--- src/rtl/vcve2_dmem_pkg.sv ---
// Shared types for the data-memory responder.
// Response metadata and grant FSM states.
package vcve2_dmem_pkg;

   localparam int unsigned CntWidth = 4;

   typedef struct packed {
      logic valid;
      logic we;
      logic err;
   } dmem_resp_meta_t;

   typedef enum logic {
      IDLE,
      WAIT
   } dmem_gnt_state_e;

endpackage

--- src/rtl/vcve2_dmem_if.sv ---
// Core data-memory req/gnt/rvalid bus.
// master = initiator (LSU/arbiter), slave = memory responder.
interface vcve2_dmem_if;

   logic        req;
   logic        gnt;
   logic        rvalid;
   logic        we;
   logic [3:0]  be;
   logic [31:0] addr;
   logic [31:0] wdata;
   logic [31:0] rdata;
   logic        err;

   modport master (
      output req, we, be, addr, wdata,
      input  gnt, rvalid, rdata, err
   );

   modport slave (
      input  req, we, be, addr, wdata,
      output gnt, rvalid, rdata, err
   );

endinterface

--- src/rtl/vcve2_dmem_resp_pipe.sv ---
// Fixed-latency response delay line carrying {valid, we, err}.
// SRAM read data joins the entry one cycle after the grant.
module vcve2_dmem_resp_pipe
   import vcve2_dmem_pkg::*;
#(
   parameter int unsigned RespLatency = 1
) (
   input  logic            clk_i,
   input  logic            rst_ni,
   input  dmem_resp_meta_t meta_i,
   input  logic [31:0]     sram_rdata_i,
   output dmem_resp_meta_t meta_o,
   output logic [31:0]     rdata_o
);

   dmem_resp_meta_t meta_q [RespLatency];
   dmem_resp_meta_t meta_d [RespLatency];
   logic [31:0]     data_w;

   always_comb begin
      meta_d[0] = meta_i;
      for (int i = 1; i < RespLatency; i++) begin
         meta_d[i] = meta_q[i-1];
      end
   end

   always_ff @(posedge clk_i or negedge rst_ni) begin
      if (!rst_ni) begin
         meta_q <= '{default: '0};
      end else begin
         meta_q <= meta_d;
      end
   end

   // With one stage the SRAM output is already aligned with rvalid.
   if (RespLatency == 1) begin : g_direct
      assign data_w = sram_rdata_i;
   end else begin : g_delay
      logic [31:0] data_q [1:RespLatency-1];
      logic [31:0] data_d [1:RespLatency-1];

      always_comb begin
         data_d[1] = sram_rdata_i;
         for (int i = 2; i < RespLatency; i++) begin
            data_d[i] = data_q[i-1];
         end
      end

      always_ff @(posedge clk_i or negedge rst_ni) begin
         if (!rst_ni) begin
            data_q <= '{default: '0};
         end else begin
            data_q <= data_d;
         end
      end

      assign data_w = data_q[RespLatency-1];
   end

   assign meta_o  = meta_q[RespLatency-1];
   assign rdata_o = (meta_o.valid && !meta_o.we && !meta_o.err) ?
                    data_w : 32'h0;

endmodule

--- src/rtl/vcve2_dmem_responder.sv ---
// Memory-side responder for the core data bus: grants requests,
// drives a 1-cycle SRAM, returns one in-order rvalid per grant.
module vcve2_dmem_responder
   import vcve2_dmem_pkg::*;
#(
   parameter logic [31:0] BaseAddr    = 32'h0000_0000,
   parameter int unsigned MemBytes    = 65536,
   parameter int unsigned GntDelay    = 0,
   parameter int unsigned RespLatency = 1,
   localparam int unsigned AddrWidth  = $clog2(MemBytes / 4)
) (
   input  logic                 clk_i,
   input  logic                 rst_ni,
   vcve2_dmem_if.slave          data,
   output logic                 sram_req_o,
   output logic                 sram_we_o,
   output logic [3:0]           sram_be_o,
   output logic [AddrWidth-1:0] sram_addr_o,
   output logic [31:0]          sram_wdata_o,
   input  logic [31:0]          sram_rdata_i
);

   dmem_gnt_state_e     state_q, state_d;
   logic [CntWidth-1:0] cnt_q, cnt_d;
   logic                gnt;
   logic                err;
   logic [31:0]         offset;
   dmem_resp_meta_t     meta_in, meta_out;
   logic [31:0]         rdata;

   always_comb begin
      state_d = state_q;
      cnt_d   = cnt_q;
      gnt     = 1'b0;
      if (GntDelay == 0) begin
         gnt = data.req;
      end else begin
         unique case (state_q)
            IDLE: begin
               if (data.req) begin
                  state_d = WAIT;
                  cnt_d   = CntWidth'(1);
               end
            end
            WAIT: begin
               // A dropped request is legal: the arbiter may switch source.
               if (!data.req) begin
                  state_d = IDLE;
                  cnt_d   = '0;
               end else if (cnt_q == CntWidth'(GntDelay)) begin
                  gnt     = 1'b1;
                  state_d = IDLE;
                  cnt_d   = '0;
               end else begin
                  cnt_d = cnt_q + CntWidth'(1);
               end
            end
         endcase
      end
   end

   always_ff @(posedge clk_i or negedge rst_ni) begin
      if (!rst_ni) begin
         state_q <= IDLE;
         cnt_q   <= '0;
      end else begin
         state_q <= state_d;
         cnt_q   <= cnt_d;
      end
   end

   // Unsigned subtraction makes addresses below the base wrap out of range.
   assign offset = data.addr - BaseAddr;
   assign err    = (offset >= MemBytes) || (data.addr[1:0] != 2'b00);

   assign sram_req_o   = gnt && !err;
   assign sram_we_o    = data.we;
   assign sram_be_o    = data.be;
   assign sram_addr_o  = offset[AddrWidth+1:2];
   assign sram_wdata_o = data.wdata;

   always_comb begin
      meta_in       = '0;
      meta_in.valid = gnt;
      meta_in.we    = gnt && data.we;
      meta_in.err   = gnt && err;
   end

   vcve2_dmem_resp_pipe #(
      .RespLatency (RespLatency)
   ) u_resp_pipe (
      .clk_i        (clk_i),
      .rst_ni       (rst_ni),
      .meta_i       (meta_in),
      .sram_rdata_i (sram_rdata_i),
      .meta_o       (meta_out),
      .rdata_o      (rdata)
   );

   assign data.gnt    = gnt;
   assign data.rvalid = meta_out.valid;
   assign data.err    = meta_out.valid && meta_out.err;
   assign data.rdata  = rdata;

endmodule

--- src/flat_wrapper.sv ---
// flat-port wrapper written by rule: the top's interface ports become plain ports
module vcve2_dmem_responder_flat import vcve2_dmem_pkg::*;
#(
   parameter logic [31:0] BaseAddr    = 32'h0000_0000,
   parameter int unsigned MemBytes    = 65536,
   parameter int unsigned GntDelay    = 0,
   parameter int unsigned RespLatency = 1,
   localparam int unsigned AddrWidth  = $clog2(MemBytes / 4)
)
  (clk_i, rst_ni, sram_req_o, sram_we_o, sram_be_o, sram_addr_o, sram_wdata_o, sram_rdata_i, data_req, data_we, data_be, data_addr, data_wdata, data_gnt, data_rvalid, data_rdata, data_err);
  vcve2_dmem_if data_i ();
  input  logic clk_i;
  input  logic rst_ni;
  output logic sram_req_o;
  output logic sram_we_o;
  output logic [3:0] sram_be_o;
  output logic [AddrWidth-1:0] sram_addr_o;
  output logic [31:0] sram_wdata_o;
  input  logic [31:0] sram_rdata_i;
  input wire logic [$bits(data_i.req)-1:0] data_req;
  input wire logic [$bits(data_i.we)-1:0] data_we;
  input wire logic [$bits(data_i.be)-1:0] data_be;
  input wire logic [$bits(data_i.addr)-1:0] data_addr;
  input wire logic [$bits(data_i.wdata)-1:0] data_wdata;
  output wire logic [$bits(data_i.gnt)-1:0] data_gnt;
  output wire logic [$bits(data_i.rvalid)-1:0] data_rvalid;
  output wire logic [$bits(data_i.rdata)-1:0] data_rdata;
  output wire logic [$bits(data_i.err)-1:0] data_err;
  assign data_i.req = data_req;
  assign data_i.we = data_we;
  assign data_i.be = data_be;
  assign data_i.addr = data_addr;
  assign data_i.wdata = data_wdata;
  assign data_gnt = data_i.gnt;
  assign data_rvalid = data_i.rvalid;
  assign data_rdata = data_i.rdata;
  assign data_err = data_i.err;
  vcve2_dmem_responder #(.BaseAddr(BaseAddr), .MemBytes(MemBytes), .GntDelay(GntDelay), .RespLatency(RespLatency)) u_core (.clk_i(clk_i), .rst_ni(rst_ni), .data(data_i), .sram_req_o(sram_req_o), .sram_we_o(sram_we_o), .sram_be_o(sram_be_o), .sram_addr_o(sram_addr_o), .sram_wdata_o(sram_wdata_o), .sram_rdata_i(sram_rdata_i));
endmodule
--- config.mk ---
export PLATFORM = sky130hd
export DESIGN_NAME = vcve2_dmem_responder_flat
export DESIGN_NICKNAME = d
export VERILOG_FILES = /design/src/rtl/vcve2_dmem_pkg.sv /design/src/rtl/vcve2_dmem_if.sv /design/src/rtl/vcve2_dmem_resp_pipe.sv /design/src/rtl/vcve2_dmem_responder.sv /design/src/flat_wrapper.sv
export SDC_FILE = /design/constraint.sdc
export NUM_CORES = 1
export LEC_CHECK = 0
export ABC_AREA = 1
export BUFFER_PORTS_ARGS = -buffer_cell sky130_fd_sc_hd__buf_4
export CORE_AREA = 2 2 74 76
export DETAILED_ROUTE_END_ITERATION = 7
export DIE_AREA = 0 0 76 78
export GPL_ROUTABILITY_DRIVEN = 0
export SYNTH_ARGS = -nofsm -noshare
export SYNTH_HDL_FRONTEND = slang
export SYNTH_HIERARCHICAL = 1
export SYNTH_SLANG_ARGS = --single-unit
--- constraint.sdc ---
create_clock -name clk_i -period 2.7 [get_ports clk_i]
set_clock_uncertainty 0.15 [all_clocks]
set_input_delay 0 -clock clk_i [delete_from_list [all_inputs] [get_ports clk_i]]
set_output_delay 0 -clock clk_i [all_outputs]
set_load 0.02 [all_outputs]
==> metrics.cfg <==
[outcome]
status = completed

[setup_path]
worstPathArrival_ns = 1.48
start_kind = flop
end_kind = primary output
crit_type = reg -> out
critPathMaxFanout = 32
required_ns = 2.55

[clock_network]
path_clk_slew_ns = 0.03
cts.sinks = 3
clock_path_buffers = 2
htree_levels = 1
cts_resized = 0
cts_tree = yes
cts_made_buffers = 3
clockRootBuffer = clkbuf_8

[yosys]
synth_top_family_by_area = buffers and inverters
syn_avg_cell_area_um2 = 6.40
ys_seq_area_share_pct = 7.87
synth_xor_area_share_pct = 0
syn_area_um2 = 953
yosys.area_share.simple_pct = 32.7
synth_compound_area_share_pct = 0
yosysWarnings = 6
synthCells = 149
synth_nets = 253
ys_types = 12
muxShareOfSynthArea_pct = 0
synthAdderAreaFrac_pct = 0
ys_ff_latch = 3

[place]
io_buffers = 90
hpwlAfterDp_mm = 2.15
dp_slack_ns = 1.25

[routing]
postRouteAntennaNets = 0
first_iter_violations = 13
top_layer = met3
m1WireLength_um = 915
first_pass_iters = 4
vias_per_cell = 3.55
routed_wl_mm = 3.16
wl_met2_mm = 1.78
routed-wl-met3_um = 463
route.detailed.drc = 0
wl_per_cell_um = 10.1
vias = 1108

[floorplan]
dieArea_um2 = 5930
die_y_um = 78
core-area_um2 = 5040
die_x_um = 76
io_pins = 191
rows = 26
start_util_pct = 18.9

[global_route]
grt_max_degree = 33
grt_antenna_before_repair = 0
grt_use_total_pct = 9.33
overflow = 0
first_global_vias = 1040
grt_pass1_wl_mm = 4.61

[layout]
area_growth_pct = 97.0
diodes = 0
nets = 347
drive_gt1_share_pct = 51.7
largest_reg_flops = 3

[worst_hold_path]
holdPathEnd = u_core/u_resp_pipe/meta_o[0]
hold_start = data_addr[25]
hold_class = in -> reg
hold-path-cell-count = 7

[timing]
timing_worst_slew_pin_value_ns = 0.572
period_needed_ns = 1.63
fin_setup_tns_ns = 0
worst_slack_ns = 1.07
setup_viol = 0
rsz0062_at_grt = no
maxSlewViolCount = 0
fmax_ghz = 0.612
fin_crit_sh_pct = 60.5
max-slew-margin-rel_pct = 61.8
hold_violations = 0

[power_and_ir_drop]
leakage_uw = 0.00104
powerDensity_nw_per_um2 = 245
ir_worst_vdd_uv = 121

[job]
max-cap-violations = 0

logic make-up (layout without fill, tap and decap cells):
kind of cell / count (synthesis) / in the layout
DFF: 3 / 3
and+or+nand+nor: 53 / 53
buffers and inverters: 93 / 186
cells in the mapped netlist, drive strengths merged:
master | count | area share (%)
nand2 | 6 | 2.4
nand3 | 2 | 2.4
inv | 38 | 15
nor2 | 43 | 27
and2 | 1 | 0.66
buf | 55 | 44
dfrtp | 3 | 7.9
or2 | 1 | 0.66
report_power, final:
| part | internal, uW | switching, uW | leakage (uW) |
|---|---|---|---|
| Sequential | 47.6 | 1.47 | 0.0000362 |
| Clock | 100 | 27.2 | 0.0000228 |
| Combinational | 140 | 142 | 0.000982 |
area by class of cell:
cell class,instances,area (um^2)
Inverter,38,143
Clock buffer,4,45.0
Fill cell,532,3160
Sequential cell,3,75.1
Multi-Input combinational cell,53,312
Timing Repair Buffer,144,1220
Tap cell,70,87.6
worst max-delay path: stages (launching register included):
cell	delay, ns
dfrtp_1	0.36
inv_1	0.09
nand3_4	0.42
nor2_1	0.22
buf_4	0.17
worst max path at each step:
| stage | startpoint | to | cells after the start |
|---|---|---|---|
| after CTS | u_core/u_resp_pipe/meta_o[0] | data_rdata[31] | 4 |
| after global routing | u_core/u_resp_pipe/meta_o[0] | data_rdata[0] | 4 |
| after detailed placement | u_core/u_resp_pipe/meta_o[0] | data_rdata[31] | 4 |
| after global placement | u_core/u_resp_pipe/meta_o[0] | data_rdata[31] | 4 |
| after floorplan | u_core/u_resp_pipe/meta_o[2] | data_rdata[10] | 3 |
| final | u_core/u_resp_pipe/meta_o[0] | data_rdata[31] | 4 |
layer usage:
layer | up-vias | global-route usage [%]
li1 | 542 | -
met1 | 461 | 8.93
met2 | 105 | 18.8
met3 | 0 | 3.14
met4 | 0 | 2.73
met5 | - | 0
timing repair:
action	4_1_cts	5_1_grt
setup buffers	0	0
endpoints found under the hold margin	56	0
hold buffers	54	0
metrics by stage:
step	utilization (%)	std cells	hold slack, ns	power, uW	area (um^2)
2_1_floorplan	-	149	-0.446	234	953
3_3_place_gp	25.6	254	-0.361	213	1290
3_5_place_dp	25.6	254	-0.361	215	1290
4_1_cts	37.2	312	0.0816	467	1880
5_1_grt	37.2	312	0.138	490	1880
6_report	37.2	312	0.103	459	1880
layout by cell type, fill, tap and decap left out:
cell           instances
buf_4                 90
dlygate4sd3_1         54
inv_1                 38
nor2_2                28
nor2_1                12
nand2_1                6
clkbuf_8               3
nor2_4                 3
dfrtp_1                3
clkbuf_1               1
or2_0                  1
and2_0                 1
nand3_1                1
nand3_4                1
(Power assumes the default switching activity.)
